### config.mk
export PLATFORM = sky130hd
export DESIGN_NAME = axi4_r_demux_buf
export DESIGN_NICKNAME = d
export VERILOG_FILES = /design/src/rtl/axi4_r_demux_buf.sv
export SDC_FILE = /design/constraint.sdc
export NUM_CORES = 1
export LEC_CHECK = 0
export CAP_MARGIN = 20
export CORE_MARGIN = 2
export CORE_UTILIZATION = 45
export DETAILED_ROUTE_END_ITERATION = 8
export PLACE_DENSITY = 0.72
export RECOVER_POWER = 100
export SETUP_SLACK_MARGIN = 0.15
export SLEW_MARGIN = 0
export SYNTH_ARGS = -nofsm -noshare
export SYNTH_HDL_FRONTEND = slang
export SYNTH_SLANG_ARGS = --single-unit
export TNS_END_PERCENT = 1
### constraint.sdc
create_clock -name ACLK -period 9.07 [get_ports ACLK]
set_clock_uncertainty 0.2 [all_clocks]
set_input_delay 1.3605 -clock ACLK [delete_from_list [all_inputs] [get_ports ACLK]]
set_output_delay 1.3605 -clock ACLK [all_outputs]
set_load 0.005 [all_outputs]
### src/rtl/axi4_r_demux_buf.sv
// axi4_r_demux_buf: AXI4 R-channel demultiplexing buffer.
// Each slave-side beat is steered to the master given by the upper ID bits.
// Those bits are stripped, and the beat is held in a per-master FIFO.
// Optional feature macro: AXI4_RBUF_BYPASS_EN (zero-latency pass-through
// when the target FIFO is empty and the master is ready).
module axi4_r_demux_buf #(
   parameter int NUM     = 4,
   parameter int ID_W    = 4,
   parameter int EXTRA_W = $clog2(NUM),
   parameter int DATA_W  = 64,
   parameter int DEPTH   = 2
) (
   input  logic                    ACLK,
   input  logic                    ARESET,
   input  logic [EXTRA_W+ID_W-1:0] S_RID,
   input  logic [DATA_W-1:0]       S_RDATA,
   input  logic [DATA_W/8-1:0]     S_RSTRB,
   input  logic                    S_RLAST,
   input  logic                    S_RVALID,
   output logic                    S_RREADY,
   output logic [ID_W-1:0]         M_RID    [0:NUM-1],
   output logic [DATA_W-1:0]       M_RDATA  [0:NUM-1],
   output logic [DATA_W/8-1:0]     M_RSTRB  [0:NUM-1],
   output logic                    M_RLAST  [0:NUM-1],
   output logic                    M_RVALID [0:NUM-1],
   input  logic                    M_RREADY [0:NUM-1],
   output logic                    ERR_DROP
);

   localparam int          STRB_W  = DATA_W / 8;
   localparam int          PTR_W   = (DEPTH > 1) ? $clog2(DEPTH) : 1;
   localparam int          CNT_W   = $clog2(DEPTH + 1);
   localparam logic [31:0] NUM_U   = NUM;
   localparam logic [31:0] DEPTH_U = DEPTH;

   logic [EXTRA_W-1:0] tgt;
   logic [ID_W-1:0]    sid;
   logic               in_range;
   logic               tgt_full;

   logic               sel   [NUM];
   logic               full  [NUM];
   logic               push  [NUM];
   logic               pop   [NUM];
`ifdef AXI4_RBUF_BYPASS_EN
   logic               byp   [NUM];
`endif

   logic [CNT_W-1:0]   count [NUM];
   logic [PTR_W-1:0]   wptr  [NUM];
   logic [PTR_W-1:0]   rptr  [NUM];
   logic               err_drop_q;

   logic [ID_W-1:0]    mem_id   [NUM][DEPTH];
   logic [DATA_W-1:0]  mem_data [NUM][DEPTH];
   logic [STRB_W-1:0]  mem_strb [NUM][DEPTH];
   logic               mem_last [NUM][DEPTH];

   assign tgt      = S_RID[EXTRA_W+ID_W-1:ID_W];
   assign sid      = S_RID[ID_W-1:0];
   assign ERR_DROP = err_drop_q;

   function automatic logic [PTR_W-1:0] next_ptr(input logic [PTR_W-1:0] p);
      return (32'(p) == DEPTH_U - 32'd1) ? '0 : p + PTR_W'(1);
   endfunction

   // Decode target, derive per-FIFO push/pop and the slave-side ready.
   always_comb begin
      in_range = (32'(tgt) < NUM_U);
      tgt_full = 1'b0;
      for (int unsigned i = 0; i < NUM_U; i++) begin
         sel[i]  = (32'(tgt) == i);
         full[i] = (count[i] == CNT_W'(DEPTH));
         pop[i]  = (count[i] != '0) && M_RREADY[i];
`ifdef AXI4_RBUF_BYPASS_EN
         byp[i]  = sel[i] && (count[i] == '0) && M_RREADY[i];
         push[i] = S_RVALID && sel[i] && !full[i] && !byp[i];
`else
         push[i] = S_RVALID && sel[i] && !full[i];
`endif
         if (sel[i] && full[i]) tgt_full = 1'b1;
      end
      S_RREADY = !in_range || !tgt_full;
   end

   // Per-master pointers and occupancy; drop flag for out-of-range beats.
   always_ff @(posedge ACLK or posedge ARESET) begin
      if (ARESET) begin
         for (int unsigned i = 0; i < NUM_U; i++) begin
            count[i] <= '0;
            wptr[i]  <= '0;
            rptr[i]  <= '0;
         end
         err_drop_q <= 1'b0;
      end else begin
         for (int unsigned i = 0; i < NUM_U; i++) begin
            if (push[i]) wptr[i] <= next_ptr(wptr[i]);
            if (pop[i])  rptr[i] <= next_ptr(rptr[i]);
            if (push[i] && !pop[i])      count[i] <= count[i] + CNT_W'(1);
            else if (pop[i] && !push[i]) count[i] <= count[i] - CNT_W'(1);
         end
         err_drop_q <= S_RVALID && !in_range;
      end
   end

   // Beat storage; contents need no reset because count gates visibility.
   always_ff @(posedge ACLK) begin
      for (int unsigned i = 0; i < NUM_U; i++) begin
         if (push[i]) begin
            mem_id[i][wptr[i]]   <= sid;
            mem_data[i][wptr[i]] <= S_RDATA;
            mem_strb[i][wptr[i]] <= S_RSTRB;
            mem_last[i][wptr[i]] <= S_RLAST;
         end
      end
   end

   // Master-side outputs present the FIFO head (or the live beat on bypass).
   always_comb begin
      for (int unsigned i = 0; i < NUM_U; i++) begin
         M_RVALID[i] = (count[i] != '0);
         M_RID[i]    = mem_id[i][rptr[i]];
         M_RDATA[i]  = mem_data[i][rptr[i]];
         M_RSTRB[i]  = mem_strb[i][rptr[i]];
         M_RLAST[i]  = mem_last[i][rptr[i]];
`ifdef AXI4_RBUF_BYPASS_EN
         if (byp[i]) begin
            M_RVALID[i] = S_RVALID;
            M_RID[i]    = sid;
            M_RDATA[i]  = S_RDATA;
            M_RSTRB[i]  = S_RSTRB;
            M_RLAST[i]  = S_RLAST;
         end
`endif
      end
   end

endmodule

# Word-level counts from Yosys, hierarchy flattened
# Memories as Yosys holds them, arrays and structs flattened.
# Cells that the tools add are included.
[word_totals]
in_bits = 86
ff_bits = 16
elab_cells = 277
mem_bits_rw = 616
memories = 4
output_inout_bits = 314
[mem_list]
columns = ["memory", "words", "word_bits", "rd", "rd_ports_with_merged_regs", "wr", "line", "rtl"]
rows = [
  ["mem_data", 4, 128, 4, 0, 1, "55", "logic [DATA_W-1:0] mem_data [NUM][DEPTH];"],
  ["mem_strb", 4, 16, 4, 0, 1, "56", "logic [STRB_W-1:0] mem_strb [NUM][DEPTH];"],
  ["mem_id", 4, 8, 4, 0, 1, "54", "logic [ID_W-1:0] mem_id [NUM][DEPTH];"],
  ["mem_last", 4, 2, 4, 0, 1, "57", "logic mem_last [NUM][DEPTH];"],
]
[classes]
bitwise = 8
n_addsub = 16
n_lt_le_gt_ge = 12
n_reduce_logical = 62
muxes = 156
n_eq_ne = 7
[op_table]
columns = ["operator", "count"]
rows = [
  ["128-bit 2-to-1 mux", 10],
  ["64-bit 2-to-1 mux", 16],
  ["128-bit OR reduction", 3],
  ["64-bit demux with 1-bit select", 4],
  ["8-bit 2-to-1 mux", 26],
  ["16-bit 2-to-1 mux", 10],
  ["4-bit 2-to-1 mux", 16],
  ["2-bit 2-to-1 mux", 30],
  ["16-bit OR reduction", 3],
  ["8-bit demux with 1-bit select", 4],
  ["1-bit 2-to-1 mux", 32],
  ["1-bit logical AND", 28],
  ["8-bit OR reduction", 3],
  ["4-bit demux with 1-bit select", 4],
  ["2-bit >= comparator (second input constant)", 8],
  ["1-bit NOT with 2-bit output", 8],
  ["2-bit nonzero test", 8],
  ["1-bit zero test", 13],
  ["2-bit == test (second input constant)", 6],
  ["1-bit adder (second input constant)", 8],
  ["2-bit by 1-bit adder with 2-bit output (second input constant)", 4],
  ["2-bit by 1-bit < comparator with 1-bit output (second input constant)", 4],
  ["2-bit by 1-bit subtractor with 2-bit output (second input constant)", 4],
  ["2-bit OR reduction", 3],
  ["3 further kinds", 6],
]

# Depth between registers and ports, before layout
# Gate-level depths: netlist of run 1.
[logic_depth]
depth_word = 10
mapped_depth = 6
ltp_nobuf = 6

# Worst setup path after synthesis of run 1
# No wires, ideal clock.
[synth_timing]
path_kind = "input port to flip-flop"
from = "input port S_RID[4]"
to = "memory mem_data[2][100] (netlist name) (enable)"
t_required_ns = 8.167
t_arrival_ns = 8.832
setup_ns = 0.703
path_buffers = 0
path_slack_ns = -0.664
path_stages = 1
path_cell_list = "nor4_1"
[synth_between]
elab_chain_len = 9
elab_cells_between_ends = 29
cone_classes = "eq/ne (3); mux (14); reduce/logical (12)"
[synth_rtl]
columns = ["element", "line", "rtl"]
rows = [
  ["from (decl)", "15", "input logic [EXTRA_W+ID_W-1:0] S_RID,"],
  ["2-bit by 1-bit == test with 1-bit output", "72", "sel[i] = (32'(tgt) == i);"],
  ["1-bit logical AND (2 in a row)", "79", "push[i] = S_RVALID && sel[i] && !full[i];"],
  ["1-bit 2-to-1 mux", "109", "if (push[i]) begin"],
  ["128-bit 2-to-1 mux (not written as such)", "111", "mem_data[i][wptr[i]] <= S_RDATA;"],
  ["128-bit OR reduction (no source line)", "--", ""],
  ["2-bit 2-to-1 mux (no source line) / 128-bit 2-to-1 mux (equally long branches) (3 in a row)", "--", ""],
  ["to (decl)", "55", ""],
]
# Parallel ways exist; a longest one is shown, timed or not.

==> impl_results.md, run 1 <==
* CP arrival at 6.06 ns
* CTS tree: done
* Die ar. at 53800 µm²
* Final core utilization at 58.1%
* Sequential cell area at 18900 µm²
* Failing checks: max-capacitance violations, max-slew violations
* GR Util All Layers at 19.3%
* Layout net count at 1563
* Post-synth EDFFs at 616
* Clock net sink count at 632
* Final antenna-violating net count at 0
* Most used DFF post-synth: edfxtp_1
* Layout cells sized above 1 at 22.3%
* Synthesized flop and latch total at 632
* Post-DR wirelength/cell at 23.9 µm
* # setup viols final at 0
* Multi-input gate area at 4060 µm²
* DR iter-0 viols at 664
* # IOs at 400
* Fin. max-slew vios at 510
* Die W at 232 µm
* Core area at 51300 µm²
* TritonCTS Buffers at 60
* Status: finished with violations
* Starting Density at 45.6%
* Number of global-route vias before repair at 11938
* H-tree depth at 2
* Register area share after synthesis at 80.8%
* F_max at 166 MHz
* Setup Total Neg Slack at 0 ns
* Largest net degree at the start of global routing at 61
* Total wire length at 52800 µm
* Fill count at 3790
* Worst Setup End Kind: flop
* CP Class: input port to flop
* Grt ovf at 0
* Pwr dens at 276 nW/µm²
* I/O Buffers at 398
* Die Y-Extent at 232 µm
* Leak Pwr at 0.00998 µW
* Clock transition at path regs at 0.06 ns
* Vias/cell at 5.09
* Vias after detailed routing at 11224
* RSZ-0062 raised after global routing: false
* Post-Syn Area at 23400 µm²
* Clk root buf: clkbuf_16
* Synth async-reset ratio at 2.53%
* Synth Net Count at 1124
* Hold buffer count at CTS at 0
* Max-Cap Viols at 14
* Worst r2r src: count[3]
* DPL Wire Length at 31000 µm
* Fin crit period at 6.03 ns
* Antenna violations before repair at 5
* Critical hold path startpoint: wptr[3]
* Fin crit share at 66.5%
* Clk_lat worst skew at 0.61 ns
* Dpl cells at 2091
* Synthesized netlist cell count at 1034
* Worst Setup SP: S_RID[5]
* Yosys cell types at 24
* Clk buf depth at 3
* Crit path launch type: input port
* Min-Delay Path Class: flop to flop
* Slew headroom at -131%
* DRC viols at 0
* Data required, critical path at 9.11 ns
* Worst Tran Pin Value at 3.47 ns
* Fin cells at 2203
* TritonRoute pass-1 iters at 6
* First-pass GRT wire length at 76200 µm
* VDD IR max at 0.171 mV
* Num rows at 83
* Final Wtd Congestion at 0.781
* YS warnings at 0
* Peak fanout along the critical path at 41
* Fin. Hold Viols at 0
* Syn Area/Cell at 22.6 µm²
* Area growth syn-to-layout at 27.4%
* Post-CTS Resized at 0
* Post-CTS Setup Inserts at 0
[flip-flops by register name, indices dropped and copies added (netlist names)]
| register | flops |
|---|---|
| rptr | 4 |
| mem_data | 512 |
| mem_last | 8 |
| wptr | 4 |
| count | 8 |
| mem_id | 32 |
| mem_strb | 64 |
[final cells by class]
class                      count  share of cell area [%]
timing repair buffer         414                    13.7
multi-input combinational    364                    13.6
inverter                       1                  0.0126
tap                          680                    2.85
antenna                        4                  0.0336
clock inverter                33                    1.07
clock buffer                  75                    5.30
sequential                   632                    63.4
[cell families (layout without fill, tap and decap cells)]
logic type                 Yosys count  in the layout  synth area share (%)
and+or+nand+nor                     30             30                 0.776
buffers and inverters               38            523                  1.25
xor gates and xnor gates            20             20                 0.749
muxes                              309            309                  16.2
DFF                                632            632                  80.8
other                                1              5                0.0160
adders and majority gates            4              4                 0.214
[cell usage in the layout (no fill, tap or decap)]
cell / count
clkinvlp_4: 3
clkbuf_16: 61
mux4_2: 1
mux2_2: 198
ha_1: 4
mux2_1: 70
and4bb_1: 1
clkinv_2: 12
clkbuf_1: 20
mux2_4: 40
conb_1: 1
clkinv_1: 10
or2_2: 4
bufinv_16: 6
clkdlybuf4s50_1: 79
xor2_1: 12
inv_1: 1
and2_0: 4
nand2b_1: 4
and4b_1: 1
nor3_1: 1
nor2_1: 4
dfrtp_1: 16
edfxtp_1: 616
nor2b_1: 4
inv_6: 2
buf_4: 10
diode_2: 4
dlygate4sd3_1: 319
and4_1: 1
xnor2_1: 8
nand2_1: 5
nor4_4: 1
[cells in the mapped netlist (all sizes together), types with 4 or more instances]
library cell | n | share of area (%)
edfxtp | 616 | 79
mux2 | 308 | 16
buf | 37 | 1.2
dfrtp | 16 | 1.7
xor2 | 12 | 0.45
xnor2 | 8 | 0.30
nand2 | 5 | 0.080
and2 | 4 | 0.11
ha | 4 | 0.21
nand2b | 4 | 0.11
nor2 | 4 | 0.064
nor2b | 4 | 0.11
or2 | 4 | 0.11
[path summary, 6_finish.rpt]
| check | cells past startpoint | end | slack [ns] |
|---|---|---|---|
| max reg2reg | 4 | mem_id[2][3] | 3.99 |
| min | 1 | wptr[3] | 0.29 |
| min in group asynchronous | 2 | wptr[1] | 1.10 |
| max | 5 | mem_id[2][3] | 3.04 |
| max in group asynchronous | 2 | rptr[1] | 7.13 |
| min reg2reg | 1 | wptr[3] | 0.29 |
[power by group]
group	switching (µW)	leakage, µW	internal, µW
sequential	241	0.00577	3460
combinational	869	0.00328	1220
clock	1020	0.000925	1400
[worst max-delay path, cell delays in order]
cell	delay, ns
dlygate4sd3_1	0.62
nand2_1	0.13
nor3_1	0.42
and2_0	2.55
buf_4	0.88
[per-layer routing]
metal / routed length (µm) / vias up / share of wire [%] / global-route usage, %
met3: 3900 / 82 / 7.4 / 6.26
met4: 1190 / 4 / 2.3 / 5.19
met1: 21000 / 5823 / 40 / 23.4
li1: - / 4973 / - / -
met2: 26600 / 342 / 50 / 33.3
met5: 27 / - / 0.051 / 0
[through the flow]
stage	power (µW)	hold slack [ns]	cell area (µm²)	worst slack (ns)
2_1_floorplan	4820	0.255	23400	2.65
3_3_place_gp	6080	0.277	28100	4.54
3_5_place_dp	6090	0.282	28100	4.47
4_1_cts	8520	0.294	30000	4.18
5_1_grt	8540	0.308	29800	2.62
6_report	8210	0.292	29800	3.04
(Power assumes the default switching activity.)
==> run 2, diff against run 1 <==
==> constraint.sdc (replaced) <==
create_clock -name ACLK -period 5.26 [get_ports ACLK]
set_clock_uncertainty 0.2 [all_clocks]
set_input_delay 0.789 -clock ACLK [delete_from_list [all_inputs] [get_ports ACLK]]
set_output_delay 0.789 -clock ACLK [all_outputs]
set_load 0.005 [all_outputs]
==> impl_results.md, run 2 (synthesis results as in run 1) <==
* Status: finished with violations
* Failing checks: max-capacitance violations, max-slew violations
* Min-Delay Path Class: flop to flop
* # setup viols final at 0 (unchanged)
* H-tree depth at 2 (unchanged)
* Layout cells sized above 1 at 22.5% (+0.24 points)
* Post-CTS Resized at 0 (unchanged)
* Switching power at 3590 µW (+68%)
* Crit path launch type: flop
* Total wire length at 49900 µm (-5.4%)
* Largest net degree at the start of global routing at 78 (+28%)
* Post-DR wirelength/cell at 22.6 µm (-5.6%)
* DPL Wire Length at 31600 µm (+2.1%)
* CTS tree: done
* Clock net sink count at 632 (unchanged)
* Post-CTS Setup Inserts at 0 (unchanged)
* VDD IR max at 0.276 mV (+61%)
* TritonRoute pass-1 iters at 5 (-1)
* RSZ-0062 raised after global routing: false
* F_max at 220 MHz
* Die Y-Extent at 232 µm (unchanged)
* Vias after detailed routing at 11116 (-0.96%)
* Sw frac at 25.4% (-0.60 points)
* Worst Setup End Kind: output pin
* Clk root buf: clkbuf_16
* Worst Tran Pin Value at 2.48 ns (-0.985 ns)
* Hold buffer count at CTS at 0 (unchanged)
* Peak fanout along the critical path at 40 (-2.4%)
* DRC viols at 0 (unchanged)
* Met2 Wirelength at 24800 µm (-7.0%)
* DR iter-0 viols at 725 (+9.2%)
* Hold_ws at 0.287 ns (-0.00490 ns)
* Internal cell power at 10600 µW (+74%)
* Fin crit period at 4.54 ns
* Vias/cell at 5.04 (-1.1%)
* Layout net count at 1566 (+0.19%)
* Fin cells at 2206 (+0.14%)
* Clock network power share at 30.2% (+0.7 points)
* Clk buf depth at 3 (unchanged)
* # IOs at 400 (unchanged)
* Pwr dens at 474 nW/µm² (+72%)
* Core area at 51300 µm² (unchanged)
* CP arrival at 3.55 ns (-2.51 ns)
* Slew headroom at -65.5% (+66 points)
* Area post-placement at 28200 µm² (+0.36%)
* Met3 Wirelength at 3620 µm (-7.4%)
* Commonest non-fill, non-tap cell in the layout: edfxtp_1
* Clock transition at path regs at 0.06 ns (about the same)
* Area growth syn-to-layout at 27.7%
* R2R setup slack at 1.36 ns (-2.63 ns)
* Final instance area at 29900 µm² (+0.24%)
* Fin. Hold Viols at 0 (unchanged)
* First-pass GRT wire length at 73000 µm (-4.2%)
* Data required, critical path at 4.27 ns (-4.84 ns)
* Fin. max-slew vios at 390 (-24%)
* I/O Buffers at 398 (unchanged)
* Grt ovf at 0 (unchanged)
* Max-Cap Viols at 9 (-5)
* Fill count at 3825 (+0.92%)
* Final antenna-violating net count at 0 (unchanged)
* TritonCTS Buffers at 60 (unchanged)
* Final Wtd Congestion at 0.802 (+2.6%)
* M1 WL at 20400 µm (-2.7%)
* Top sig layer: met5
* GR Util All Layers at 18.2% (-1.1 points)
* Num rows at 83 (unchanged)
* Largest register FFs at 512 (unchanged)
* Number of global-route vias before repair at 11615 (-2.7%)
* Dpl cells at 2094 (+0.14%)
* Final core utilization at 58.2% (+0.14 points)
* Setup Total Neg Slack at 0 ns (unchanged)
* Combinational share of power at 24.6% (-0.9 points)
* CP Class: flop to output pin
* Die ar. at 53800 µm² (unchanged)
* Clk_lat worst skew at 0.60 ns (about the same)
* Die W at 232 µm (unchanged)
* Starting Density at 45.6% (unchanged)
* Fin crit share at 86.4%
* Commonest cells after routing, fill and taps aside: edfxtp_1 (616), dlygate4sd3_1 (302), mux2_2 (203)
* Register share of total power at 45.2% (+0.2 points)
* Antenna violations before repair at 2 (-3)
* Leak Pwr at 0.0100 µW (+0.30%)
[run 2: cell types whose count changed in the layout (fill, tap and decap cells not counted), moves of 5 or more]
cell | previous run | this run
mux2_2 | 198 | 203
dlygate4sd3_1 | 319 | 302
buf_4 | 10 | 1
clkbuf_2 | 0 | 8
mux2_4 | 40 | 32
clkdlybuf4s50_1 | 79 | 96
[run 2: worst paths after layout]
kind / cells past startpoint / endpoint / startpoint
hold / removal: 1 / wptr[0] / wptr[0]
hold reg to reg: 1 / wptr[0] / wptr[0]
setup / recovery: 3 / M_RDATA[127] / rptr[1]
max in group asynchronous: 2 / rptr[2] / ARESET
min in group asynchronous: 2 / count[3] / ARESET
setup reg to reg: 4 / mem_data[2][37] / count[3]
[run 2: final cells by class]
cell class | count | area (µm²) | area share (%)
tap | 680 | 851 | 2.85
multi-input combinational | 364 | 4020 | 13.5
clock buffer | 74 | 1580 | 5.27
clock inverter | 37 | 390 | 1.31
antenna | 1 | 2.50 | 0.00838
inverter | 1 | 3.75 | 0.0126
sequential | 632 | 18900 | 63.3
timing repair buffer | 417 | 4120 | 13.8
[run 2: power by group through the flow]
| stage | Clock (µW) | Sequential, µW | Combinational (µW) |
|---|---|---|---|
| finish | 4280 | 6400 | 3480 |
| global route | 4560 | 6460 | 3720 |
| CTS | 4370 | 6440 | 3960 |
| detailed placement | 0 | 6540 | 3920 |
| global placement | 0 | 6580 | 3810 |
| floorplan | 0 | 6170 | 2150 |
[run 2: metal layers]
layer | vias up | GRT usage [%]
li1 | 4987 | -
met1 | 5722 | 23.3
met2 | 333 | 30.5
met3 | 72 | 5.02
met4 | 2 | 5.51
met5 | - | 0
[run 2: worst max-delay path, cell delays in order, from the launching register on]
cell	delay, ns
dfrtp_1	1.55
buf_16	0.32
mux2_2	0.39
dlygate4sd3_1	0.62
[run 2: stage by stage]
stage	power, µW	setup WS (ns)
finish	14200	0.718
global route	14700	0.573
CTS	14800	1.24
detailed placement	10500	1.71
global placement	10400	1.65
floorplan	8320	-0.00810
==> run 3, diff against run 2 <==
--- a/config.mk
+++ b/config.mk
@@ -9,7 +9,7 @@
 export CORE_MARGIN = 2
 export CORE_UTILIZATION = 45
 export DETAILED_ROUTE_END_ITERATION = 8
-export PLACE_DENSITY = 0.72
+export DONT_BUFFER_PORTS = 1
 export RECOVER_POWER = 100
 export SETUP_SLACK_MARGIN = 0.15
 export SLEW_MARGIN = 0
==> impl_results.md, run 3 (synthesis results as in run 1) <==
* DPL Wire Length at 30100 µm (-4.9%)
* Peak fanout along the critical path at 38 (-5.0%)
* # setup viols final at 0 (unchanged)
* Die W at 232 µm (unchanged)
* Number of global-route vias before repair at 9902 (-15%)
* Crit-path leading delay family: buffers and inverters
* Min-Delay Path Class: input port to flop
* Area post-placement at 24200 µm² (-14%)
* WP buf/inv at 1 (-1)
* Post-DR wirelength/cell at 26.7 µm (+18%)
* Fill count at 4065 (+6.3%)
* # IOs at 400 (unchanged)
* Vias/cell at 5.29 (+5.0%)
* Final instance area at 25900 µm² (-13%)
* Pwr dens at 497 nW/µm² (+4.8%)
* Fin. Hold Viols at 0 (unchanged)
* TritonRoute pass-1 iters at 4 (-1)
* Worst-path cell chain: nor2b_1 > nor3_1 > and2_0 > clkbuf_1
* Status: finished with violations
* Fin crit share at 79.5% (-6.9 points)
* Grt ovf at 0 (unchanged)
* Largest net degree at the start of global routing at 56 (-28%)
* Final Wtd Congestion at 0.789 (-1.6%)
* Final antenna-violating net count at 0 (unchanged)
* Vias after detailed routing at 9599 (-14%)
* Max stage delay on crit path at 1.91 ns (+0.36 ns)
* Fin. max-slew vios at 265 (-32%)
* Clk buf depth at 3 (unchanged)
* Dpl cells at 1697 (-19%)
* Worst Tran Pin Value at 2.67 ns (+0.185 ns)
* Antenna Cells at 0 (-1)
* Max-Cap Viols at 9 (unchanged)
* Num rows at 83 (unchanged)
* Final core utilization at 50.5% (-7.8 points)
* Die Y-Extent at 232 µm (unchanged)
* Clock transition at path regs at 0.06 ns (about the same)
* Data required, critical path at 5.20 ns (+0.93 ns)
* Post-CTS Resized at 0 (unchanged)
* Antenna violations before repair at 0 (-2)
* H-tree depth at 3 (+1)
* Fin cells at 1815 (-18%)
* First-pass GRT wire length at 68800 µm (-5.7%)
* RSZ-0062 raised after global routing: false
* Layout cells sized above 1 at 14.6% (-7.9 points)
* Commonest cells after routing, fill and taps aside: edfxtp_1 (616), mux2_1 (255), clkbuf_16 (73)
* Failing checks: max-capacitance violations, max-slew violations
* CP arrival at 4.12 ns (+0.57 ns)
* GR Util All Layers at 17.8% (-0.40 points)
* DR iter-0 viols at 550 (-24%)
* I/O Buffers at 0 (-100%)
* Die ar. at 53800 µm² (unchanged)
* Leak Pwr at 0.00832 µW (-17%)
* VDD IR max at 0.284 mV (+3.1%)
* Total wire length at 48400 µm (-2.9%)
* TritonCTS Buffers at 67 (+12%)
* Layout net count at 1177 (-25%)
* Starting Density at 45.6% (unchanged)
* Worst Setup End Kind: flop
* Clk root buf: clkbuf_16
* Crit path launch type: flop
* CTS tree: done
* Largest register FFs at 512 (unchanged)
* Core area at 51300 µm² (unchanged)
* Worst path slowest cell: clkbuf_1
* Clk_lat worst skew at 0.59 ns (about the same)
* Slew headroom at -77.9% (-12 points)
* Area growth syn-to-layout at 10.7%
* Commonest non-fill, non-tap cell in the layout: edfxtp_1
* Clock net sink count at 632 (unchanged)
* Fin crit period at 4.18 ns (-0.361 ns)
* DRC viols at 0 (unchanged)
* CP Class: flop to flop
* F_max at 239 MHz (+8.6%)
-- run 3: final timing paths --
path                        startpoint                to  slack [ns]  cells after the start
min reg2reg                   count[5]          count[5]        0.29                      1
max in group asynchronous       ARESET           rptr[3]        3.84                      2
min in group asynchronous       ARESET           wptr[3]        0.54                      2
max reg2reg                   count[3]   mem_data[2][40]        1.08                      4
min                        S_RDATA[60]  mem_data[2][124]        0.09                      0
max                           count[3]   mem_data[2][40]        1.08                      4
-- run 3: cell type report --
class	instances	area, µm²	area share [%]
flip-flops and latches	632	18900	73.0
well taps	680	851	3.29
repair buffers	21	125	0.483
multi-input cells	364	3920	15.1
clock buffers	87	1890	7.30
inverters	1	3.75	0.0145
clock inverters	30	199	0.768
-- run 3: timing repair --
item,CTS,global route
buffers inserted,0,0
endpoints found under the setup margin,0,0
endpoints found under the hold margin,16,0
hold buffers,1,0
-- run 3: where the power goes --
part / switching [µW] / internal, µW / total, µW
Sequential: 415 / 5970 / 6380
Combinational: 1190 / 838 / 2030
Clock: 1830 / 2620 / 4450
Total: 3430 / 9430 / 12900
-- run 3: stage by stage --
stage	power (µW)	setup TNS [ns]	hold WS, ns	setup slack (ns)
after floorplan	8320	-0.624	0.255	-0.00810
after global placement	8950	0	0.276	2.18
after detailed placement	8990	0	0.281	2.16
after CTS	13500	0	0.0435	1.52
after global routing	13400	0	0.0541	0.769
final	12900	0	0.0871	1.08
-- run 3: per-layer routing --
metal  routed length (µm)  global-route usage [%]  vias up  share of wire [%]
met5                    0                       0        -                  0
met4                 1120                    6.45        0                2.3
met3                 4460                    7.55       67                9.2
met2                23500                    28.6      317                 48
met1                19400                    21.6     5027                 40
li1                     -                       -     4188                  -
